**src/rtl/axil_rd_ctrl.sv**
```systemverilog
// axil_rd_ctrl -- AXI4-Lite read-channel controller in front of a word memory
// with a fixed one-cycle read latency.
//
// Accepts up to DEPTH outstanding reads. Each accepted AR issues one memory
// read strobe. The returned word is captured one cycle later into a
// DEPTH-entry response FIFO. Responses come back strictly in acceptance order.
//
// Optional feature (compile-time macro AXIL_RD_RANGE_CHECK_EN):
//   defined   -> word indices >= MEM_WORDS skip the memory access and return
//                RDATA=0 with RRESP=SLVERR, using the normal latency and order.
//   undefined -> no range check; the word index is truncated to the memory
//                address width and RRESP is always OKAY.
//
// Ports:
//   CLK, RSTn         clock (rising edge), asynchronous active-low reset
//   ARVALID/ARREADY   read address handshake, ARADDR = byte address
//   RVALID/RREADY     read data handshake, RDATA/RRESP = head of response FIFO
//   mem_rd_en         memory read strobe (AR handshake cycle only)
//   mem_rd_addr       memory word index
//   mem_rd_data       memory word, valid the cycle after mem_rd_en
module axil_rd_ctrl #(
  parameter int DATA_WIDTH = 32,
  parameter int ADDR_WIDTH = 6,
  parameter int DEPTH      = 2,
  parameter int MEM_WORDS  = 16,
  localparam int MEM_AW    = (MEM_WORDS > 1) ? $clog2(MEM_WORDS) : 1
) (
  input  logic                  CLK,
  input  logic                  RSTn,
  input  logic                  ARVALID,
  output logic                  ARREADY,
  input  logic [ADDR_WIDTH-1:0] ARADDR,
  output logic                  RVALID,
  input  logic                  RREADY,
  output logic [DATA_WIDTH-1:0] RDATA,
  output logic [1:0]            RRESP,
  output logic                  mem_rd_en,
  output logic [MEM_AW-1:0]     mem_rd_addr,
  input  logic [DATA_WIDTH-1:0] mem_rd_data
);

  localparam int OFF   = $clog2(DATA_WIDTH / 8);
  localparam int PTR_W = (DEPTH > 1) ? $clog2(DEPTH) : 1;
  localparam int OCC_W = $clog2(DEPTH + 1);
  localparam logic [OCC_W-1:0] DEPTH_C  = OCC_W'(DEPTH);
  localparam logic [PTR_W-1:0] LAST_PTR = PTR_W'(DEPTH - 1);

  // occ counts reads in flight plus reads stored; cnt counts stored only.
  logic [OCC_W-1:0]      occ_q, occ_d;
  logic [OCC_W-1:0]      cnt_q, cnt_d;
  logic [PTR_W-1:0]      wr_ptr_q, wr_ptr_d;
  logic [PTR_W-1:0]      rd_ptr_q, rd_ptr_d;
  logic                  pend_q, pend_d;
  logic                  pend_err_q, pend_err_d;
  logic [DATA_WIDTH-1:0] fifo_data_q [DEPTH];
  logic [1:0]            fifo_resp_q [DEPTH];

  logic [ADDR_WIDTH-1:0] word_idx;
  logic                  range_err;
  logic                  ar_hs;
  logic                  r_hs;
  logic [DATA_WIDTH-1:0] cap_data;
  logic [1:0]            cap_resp;
  logic                  unused_idx;

  // Pointers wrap explicitly so DEPTH need not be a power of two.
  function automatic logic [PTR_W-1:0] ptr_inc(input logic [PTR_W-1:0] p);
    return (p == LAST_PTR) ? '0 : p + PTR_W'(1);
  endfunction

  assign word_idx   = ARADDR >> OFF;
  assign unused_idx = ^word_idx;

`ifdef AXIL_RD_RANGE_CHECK_EN
  localparam logic [ADDR_WIDTH:0] MEM_WORDS_C = (ADDR_WIDTH + 1)'(MEM_WORDS);
  assign range_err = ({1'b0, word_idx} >= MEM_WORDS_C);
`else
  assign range_err = 1'b0;
`endif

  // ARREADY comes only from registered occupancy; a retirement frees a slot
  // for the following cycle, never the same one.
  assign ARREADY     = (occ_q < DEPTH_C);
  assign RVALID      = (cnt_q != '0);
  assign ar_hs       = ARVALID && ARREADY;
  assign r_hs        = RVALID && RREADY;
  assign mem_rd_en   = ar_hs && !range_err;
  assign mem_rd_addr = word_idx[MEM_AW-1:0];

  // Storage is not reset, so the outputs are forced to zero while empty.
  assign RDATA = RVALID ? fifo_data_q[rd_ptr_q] : '0;
  assign RRESP = RVALID ? fifo_resp_q[rd_ptr_q] : 2'b00;

  always_comb begin
    occ_d      = occ_q;
    cnt_d      = cnt_q;
    wr_ptr_d   = wr_ptr_q;
    rd_ptr_d   = rd_ptr_q;
    pend_d     = ar_hs;
    pend_err_d = ar_hs && range_err;
    cap_data   = pend_err_q ? '0 : mem_rd_data;
    cap_resp   = pend_err_q ? 2'b10 : 2'b00;

    case ({ar_hs, r_hs})
      2'b10:   occ_d = occ_q + OCC_W'(1);
      2'b01:   occ_d = occ_q - OCC_W'(1);
      default: occ_d = occ_q;
    endcase

    case ({pend_q, r_hs})
      2'b10:   cnt_d = cnt_q + OCC_W'(1);
      2'b01:   cnt_d = cnt_q - OCC_W'(1);
      default: cnt_d = cnt_q;
    endcase

    if (pend_q) wr_ptr_d = ptr_inc(wr_ptr_q);
    if (r_hs)   rd_ptr_d = ptr_inc(rd_ptr_q);
  end

  always_ff @(posedge CLK or negedge RSTn) begin
    if (!RSTn) begin
      occ_q      <= '0;
      cnt_q      <= '0;
      wr_ptr_q   <= '0;
      rd_ptr_q   <= '0;
      pend_q     <= 1'b0;
      pend_err_q <= 1'b0;
    end else begin
      occ_q      <= occ_d;
      cnt_q      <= cnt_d;
      wr_ptr_q   <= wr_ptr_d;
      rd_ptr_q   <= rd_ptr_d;
      pend_q     <= pend_d;
      pend_err_q <= pend_err_d;
    end
  end

  // Capture the memory word the cycle after the strobe. occ bounds stored
  // plus in-flight entries, so the write slot is never the live head.
  always_ff @(posedge CLK) begin
    if (pend_q) begin
      fifo_data_q[wr_ptr_q] <= cap_data;
      fifo_resp_q[wr_ptr_q] <= cap_resp;
    end
  end

endmodule

```
**config.mk**
```make
export PLATFORM = sky130hd
export DESIGN_NAME = axil_rd_ctrl
export DESIGN_NICKNAME = d
export VERILOG_FILES = /design/src/rtl/axil_rd_ctrl.sv
export SDC_FILE = /design/constraint.sdc
export NUM_CORES = 1
export LEC_CHECK = 0
export CORE_MARGIN = 2
export CORE_UTILIZATION = 48
export CTS_BUF_LIST = sky130_fd_sc_hd__clkbuf_4
export DETAILED_ROUTE_END_ITERATION = 10
export PLACE_DENSITY = 0.91
export SYNTH_ARGS = -nofsm -noshare
export SYNTH_HDL_FRONTEND = slang
export SYNTH_SLANG_ARGS = --single-unit
```
**constraint.sdc**
```tcl
create_clock -name CLK -period 2.5 [get_ports CLK]
set_input_delay 0.5 -clock CLK [delete_from_list [all_inputs] [get_ports CLK]]
set_output_delay 0.5 -clock CLK [all_outputs]
set_load 0.05 [all_outputs]
```
# Word-level counts from Yosys, hierarchy flattened
# Memory sizes are Yosys's and may differ from the RTL's.
# Index checks and enable logic that the tools add are counted.
# word_totals
in_bits,42
output_inout_bits,41
reg_bits,7
mem_bits_rw,64
elab_cells,30
mem_count,1
# op_classes
mux,8
magnitude_cmp,1
addsub,6
reduce_logical,5
n_eq_ne,4
# mem_list
memory,words,width,read_ports,rd_clocked_by_memory_dff,write_ports,line_no,rtl
fifo_data_q,2,32,1,0,1,55,logic [DATA_WIDTH-1:0] fifo_data_q [DEPTH];
# op_table
cell,count
$mux W32,1
$pmux W2 S2,2
$reduce_bool A2 Y1,3
$add A2 B1 Y2 const B,2
$eq A2 B1 Y1 const B,2
$eq A2 B2 Y1 const B,2
$mux W1,4
$sub A2 B1 Y2 const B,2
$add A1 B1 Y1 const B,2
$logic_and A1 B1 Y1,2
$lt A2 B2 Y1 const B,1
$mux W2,1

# Longest topological paths before layout
# Gate-level depths: netlist (run 1).
# logic_depth
word_depth,4
depth_mapped,7
depth_no_buf,7

# Worst setup path after synthesis (run 1)
# No wires, ideal clock.
# synth_path
kind,register -> register
startpoint,register pend_q
endpoint,"memory fifo_data_q[0][0], enable pin"
path_buffers,0
arrival_time_ns,1.777
required_time_ns,2.079
synth_period_minus_slack_ns,2.198
path_stages_with_launch,3
slack_ns,0.302
cell_sequence,dfrtp_1 > inv_1 > nor2_1
# synth_between
elab_chain_len,2
# synth_rtl
element,line_no,rtl
start: declaration,53,"logic pend_q, pend_d;"
start signal: assignment,133,pend_q <= pend_d;
$mux W1,141,if (pend_q) begin
$mux W1,-,
end: declaration,55,
# No other way between the ends.

# Final worst setup path (run 1)
# layout_path
startpoint,register rd_ptr_q
endpoint,output RDATA[31]
# layout_between
elab_chain_len,2
# layout_rtl
element,line_no,rtl
start: declaration,52,"logic [PTR_W-1:0] rd_ptr_q, rd_ptr_d;"
start signal: assignment,132,rd_ptr_q <= rd_ptr_d;
$mem_v2 Z2 W32,-,
$mux W32,91,assign RDATA = RVALID ? fifo_data_q[rd_ptr_q] : '0;
end: declaration,35,"output logic [DATA_WIDTH-1:0] RDATA,"
# No other way between the ends.

==> summary.txt, run 1 <==
Place
  • DP Cell Count: 305
  • GPL Wtd Cong: 0.648
  • Buffers added on ports: 70
  • Dpl hpwl: 3.58 mm
  • Place WS: 0.587 ns

Drt
  • Wire per inst: 15.3 um
  • DR vias: 1554
  • Initial DRC Count: 81
  • Pre-antenna DRT Iters: 4
  • Final ANT Viol Nets: 0
  • DR vias/cell: 4.84
  • Post-route DRC: 0
  • Post-Route WL: 4.90 mm

Critical path
  • Startpoint types: flip-flop
  • Worst path arrival time: 1.82 ns
  • Crit path max fanout: 19
  • Critical R2R Launch: cnt_q[0]
  • R2R Path End: cnt_q[1]
  • Critical Path End Type: output port
  • R2R cell count: 6
  • Crit path kind: reg -> out
  • Worst Path Required: 2.00 ns
  • FF-to-FF setup slack: 0.73 ns

Pwr
  • Sw Ratio: 41.0%
  • Comb pwr share: 57.9%
  • Net Switching: 2450 uW
  • Clock group share of total power: 13.3%
  • Internal power: 3520 uW
  • Worst vdd ir: 1.11 mV
  • LEAKAGE: 0.00157 uW
  • Sequential share of power: 28.8%
  • Pwr dens: 1480 nW/um2

Timing
  • Final Hold Vio Count: 0
  • Final worst slack: 0.181 ns
  • Fin Clk Skew: 0.00890 ns
  • Setup Total Neg Slack: 0 ns
  • Final min period: 2.32 ns
  • Final setup vio count: 0
  • Unrepaired setup endpoints after global routing: no
  • Final Cycle Share: 92.8%
  • Slew Limit Fails: 0
  • Max Freq: 0.431 GHz

GRT
  • Largest net degree at the start of global routing: 20
  • Global-route wire length before repair: 7.65 mm
  • Total grt overflow: 0
  • Vias in the first global route: 1650
  • Global router's overall resource usage: 16.7%
  • Initial antenna violation count: 0

Yosys
  • Compound-Gate Fraction of Synth Area: 0%
  • Main combinational cell family by area after synthesis: multiplexers
  • Cell variety after synth: 16
  • FF+latch count, synth: 71
  • XOR/XNOR Fraction of Synth Area: 2.51%
  • Cells after Synth: 170
  • Post-Syn Area: 2790 um2
  • Area leader, netlist: edfxtp_1
  • Mux contribution to synthesized area: 11.5%
  • Simple-gate portion of the synthesized area: 5.78%
  • YS warnings: 0
  • Area contributors post-synth: edfxtp_1, mux2i_1, dfrtp_1
  • Yosys top cell area share: 68.8%
  • Post-Synth Adder-Cell Area: 0.896%
  • Sequential element share of the synthesized area: 75.1%
  • Post-synthesis average cell area: 16.4 um2

Die
  • Die area: 6450 um2
  • Die height: 80.3 um
  • Die width: 80.3 um
  • Initial Util: 50.1%
  • Core area: 5570 um2
  • Number of core rows: 27
  • # IOs: 83

Min path
  • Min-delay worst type: in -> async

Cells and area
  • Layout cell share with drive strength beyond 1: 23.3%
  • Layout net count: 288
  • Fin cells: 321
  • Final core utilization: 72.4%
  • Synth-to-Final Area Change: 44.4%
  • Most frequent cells in the layout: edfxtp_1, clkdlybuf4s50_1, nor2_1, buf_12, mux2i_1
  • Commonest non-fill, non-tap cell in the layout: edfxtp_1
  • Antenna cells: 0

Clock network
  • Worst-Skew Late Latency: 0.40 ns
  • CTS tree: yes
  • Post-CTS Hold Buffers: 0
  • CTS clk-pin slew, worst paths: 0.10 ns
  • CTS H-tree depth: 3
  • Resized cells post-CTS: 0
  • Post-CTS Setup Bufs: 0
  • Root Driver: clkbuf_4
  • Clock Tree Buf Depth: 2
  • TritonCTS buffer count: 9
  • Clk sinks: 71

Job
  • MaxCap Viol Count: 0

Status
  • Run status: complete, no violations
layer usage:
layer	vias to the layer above	wire, um	global-route usage [%]
li1	750	-	-
met1	741	1860	17.8
met2	51	2690	30.3
met3	12	238	3.93
met4	0	106	9.32
met5	-	0	0
metrics by stage:
| step | hold slack [ns] | power (uW) | cell area [um2] |
|---|---|---|---|
| finish | 0.347 | 5970 | 4030 |
| global route | 0.353 | 6210 | 4030 |
| CTS | 0.330 | 6040 | 4030 |
| detailed placement | 0.482 | 5240 | 3870 |
| global placement | 0.470 | 5160 | 3870 |
| floorplan | 0.204 | 3620 | 2800 |
power by group through the flow:
| stage | sequential (uW) | combinational (uW) | clock (uW) |
|---|---|---|---|
| 2_1_floorplan | 1660 | 1960 | 0 |
| 3_3_place_gp | 1730 | 3430 | 0 |
| 3_5_place_dp | 1750 | 3490 | 0 |
| 4_1_cts | 1720 | 3510 | 816 |
| 5_1_grt | 1740 | 3620 | 853 |
| 6_report | 1720 | 3460 | 795 |
cells by family (layout without fill, tap and decap cells):
family | count (synthesis) | after routing
and+or+nand+nor | 39 | 39
adders and majority gates | 2 | 2
DFF | 71 | 71
muxes | 32 | 32
buffers and inverters | 17 | 95
other | 1 | 2
xor gates and xnor gates | 8 | 8
critical path, cell delays in order, from the launching register on:
cell and delay [ns]:
dfrtp_2 0.67, buf_12 0.25, mux2i_1 0.22, nor2_1 0.09, buf_12 0.17
sequential cells by signal (all words and copies together), names as in the netlist:
register and cells:
wr_ptr_q 1, cnt_q 2, occ_q 2, pend_q 1
rd_ptr_q 1, fifo_data_q 64
cell usage after synthesis (all sizes together):
cell type,count
ha,2
mux2i,32
inv,4
dfrtp,7
conb,1
buf,13
and2,2
nand2,1
nor2,36
xnor2,5
xor2,3
edfxtp,64
final cells by class:
type	count	area (um2)
clock buffer	10	75.1
clock inverter	6	85.1
fill	345	1540
inverter	4	15.0
multi-input combinational	83	592
sequential	71	2100
tap	72	90.1
timing repair buffer	75	1080
how the worst max path moves through the flow:
stage / start / to / slack [ns] / depth (start not counted)
after CTS: rd_ptr_q / RDATA[28] / 0.12 / 4
after detailed placement: rd_ptr_q / RDATA[28] / 0.59 / 4
after floorplan: pend_q / fifo_data_q[0][0] / 0.30 / 2
after global routing: rd_ptr_q / RDATA[18] / 0.07 / 4
after global placement: rd_ptr_q / RDATA[31] / 0.62 / 4
final: rd_ptr_q / RDATA[31] / 0.18 / 4
(Power assumes the default switching activity.)
==> inputs of run 2 (changes only) <==
Settings changed: CORE_UTILIZATION 48 to 52, PLACE_DENSITY 0.91 to 0.95.
Clock period 2.5 ns to 2.7 ns, I/O delays scaled along.
==> summary.txt, run 2 (same netlist as run 1, synthesis figures left out) <==
Critical path
  • Startpoint types: flip-flop (unchanged)
  • Crit path kind: reg -> out (unchanged)
  • Worst path bufs/invs: 2 (unchanged)
  • Worst path arrival time: 1.78 ns (was 1.82 ns)
  • Critical Path End Type: output port (unchanged)
  • FF-to-FF setup slack: 1.04 ns (was 0.73 ns)
  • Crit-path cells: buf_12 -> mux2i_1 -> nor2_1 -> buf_12 (unchanged)
  • Worst path max stage delay: 0.62 ns (was 0.67 ns)
  • Crit path max fanout: 22 (was 19)
  • Cell mode on critical path: buf_12 (unchanged)
  • Worst Path Required: 2.16 ns (was 2.00 ns)
  • Largest delay contributor family on the critical path: flip-flops (unchanged)
  • Slowest-stage cell, CP: dfrtp_2 (unchanged)

Timing
  • Fin Clk Skew: 0.00791 ns (was 0.00890 ns)
  • Final Cycle Share: 86.1%
  • Unrepaired setup endpoints after global routing: no (unchanged)
  • Final setup vio count: 0 (unchanged)
  • Final Hold Vio Count: 0 (unchanged)
  • Slew Limit Fails: 0 (unchanged)
  • Max Freq: 0.430 GHz
  • Setup Total Neg Slack: 0 ns (unchanged)
  • WHS: 0.387 ns (was 0.347 ns)
  • Worst slew margin: 37.0%
  • Worst Max-Slew Pin Slew: 0.942 ns
  • Final min period: 2.32 ns

Cells and area
  • Commonest non-fill, non-tap cell in the layout: edfxtp_1 (unchanged)
  • Layout cell share with drive strength beyond 1: 22.7% (was 23.3%)
  • Synth-to-Final Area Change: 43.8% (was 44.4%)
  • Final instance area: 4020 um2 (was 4030 um2)
  • Most flop-heavy register: fifo_data_q (unchanged)
  • Antenna cells: 0 (unchanged)
  • Most frequent cells in the layout: edfxtp_1, clkdlybuf4s50_1, nor2_1, buf_12, mux2i_1 (unchanged)
  • Layout net count: 286 (was 288)
  • Fin cells: 317 (was 321)
  • Max reg flops: 64 (unchanged)
  • Largest regs: fifo_data_q (64), cnt_q (2), occ_q (2) (unchanged)

Die
  • Die height: 77.3 um (was 80.3 um)
  • Die width: 77.3 um (was 80.3 um)
  • Die area: 5980 um2 (was 6450 um2)
  • Number of core rows: 26 (was 27)
  • # IOs: 83 (unchanged)
  • Core area: 5140 um2 (was 5570 um2)
  • Initial Util: 54.4% (was 50.1%)

Pwr
  • Worst vdd ir: 1.08 mV (was 1.11 mV)
  • Pwr Total: 5540 uW (was 5970 uW)
  • Pwr dens: 1380 nW/um2 (was 1480 nW/um2)
  • LEAKAGE: 0.00156 uW (was 0.00157 uW)

Drt
  • DR vias: 1544 (was 1554)
  • Final ANT Viol Nets: 0 (unchanged)
  • Wire per inst: 16.1 um (was 15.3 um)
  • DR vias/cell: 4.87 (was 4.84)
  • Initial DRC Count: 50 (was 81)
  • Post-route DRC: 0 (unchanged)
  • Pre-antenna DRT Iters: 4 (unchanged)
  • Post-Route WL: 5.11 mm (was 4.90 mm)

Clock network
  • CTS tree: yes (unchanged)
  • Resized cells post-CTS: 0 (unchanged)
  • Worst-Skew Late Latency: 0.40 ns (about the same)
  • Post-CTS Hold Buffers: 0 (unchanged)
  • Clock Tree Buf Depth: 2 (unchanged)
  • Post-CTS Setup Bufs: 0 (unchanged)
  • Root Driver: clkbuf_4 (unchanged)
  • TritonCTS buffer count: 9 (unchanged)
  • Clk sinks: 71 (unchanged)
  • CTS H-tree depth: 3 (unchanged)
  • CTS clk-pin slew, worst paths: 0.10 ns (about the same)

Job
  • MaxCap Viol Count: 0 (unchanged)

GRT
  • Total grt overflow: 0 (unchanged)
  • Global router's overall resource usage: 18.8% (was 16.7%)
  • Largest net degree at the start of global routing: 33 (was 20)
  • Vias in the first global route: 1690 (was 1650)
  • Initial antenna violation count: 0 (unchanged)
  • Global-route wire length before repair: 8.23 mm (was 7.65 mm)

Min path
  • Min-delay worst type: in -> async (unchanged)

Place
  • Dpl hpwl: 3.45 mm (was 3.58 mm)
  • Placed cell area: 3860 um2 (was 3870 um2)
  • DP Cell Count: 301 (was 305)
  • Buffers added on ports: 70 (unchanged)
  • GPL Wtd Cong: 0.715 (was 0.648)

Status
  • Run status: complete, no violations (unchanged)
==> run 2: routing by layer <==
metal | part of all wire (%) | vias up | global-route usage, %
met3 | 5.5 | 8 | 7.06
li1 | - | 744 | -
met2 | 56 | 50 | 34.8
met4 | 1.4 | 0 | 6.96
met5 | 0 | - | 0
met1 | 37 | 742 | 19.0
==> run 2: worst paths after layout <==
kind                          start                 end  depth (start not counted)
setup / recovery           rd_ptr_q           RDATA[22]                          4
min in group CLK             pend_q            wr_ptr_q                          1
setup reg to reg           wr_ptr_q  fifo_data_q[1][31]                          2
hold / removal                 RSTn            occ_q[1]                          1
hold reg to reg              pend_q            wr_ptr_q                          1
max in group asynchronous      RSTn            rd_ptr_q                          1
==> run 2: layout make-up <==
cell class | count | area [um2]
clock inverters | 4 | 70.1
flip-flops and latches | 71 | 2100
inverters | 4 | 15.0
fillers | 309 | 1120
repair buffers | 73 | 1070
clock buffers | 12 | 90.1
well taps | 70 | 87.6
multi-input cells | 83 | 592
==> run 2: where the power goes <==
group          total [uW]  internal (uW)  switching [uW]
clock                 751            405             346
combinational        3200           1410            1790
sequential           1580           1450             132
==> run 2: stage by stage <==
| stage | util (%) | setup WS, ns |
|---|---|---|
| floorplan | - | 0.502 |
| global placement | 75.1 | 0.839 |
| detailed placement | 75.1 | 0.797 |
| CTS | 78.2 | 0.330 |
| global route | 78.2 | 0.258 |
| finish | 78.2 | 0.376 |
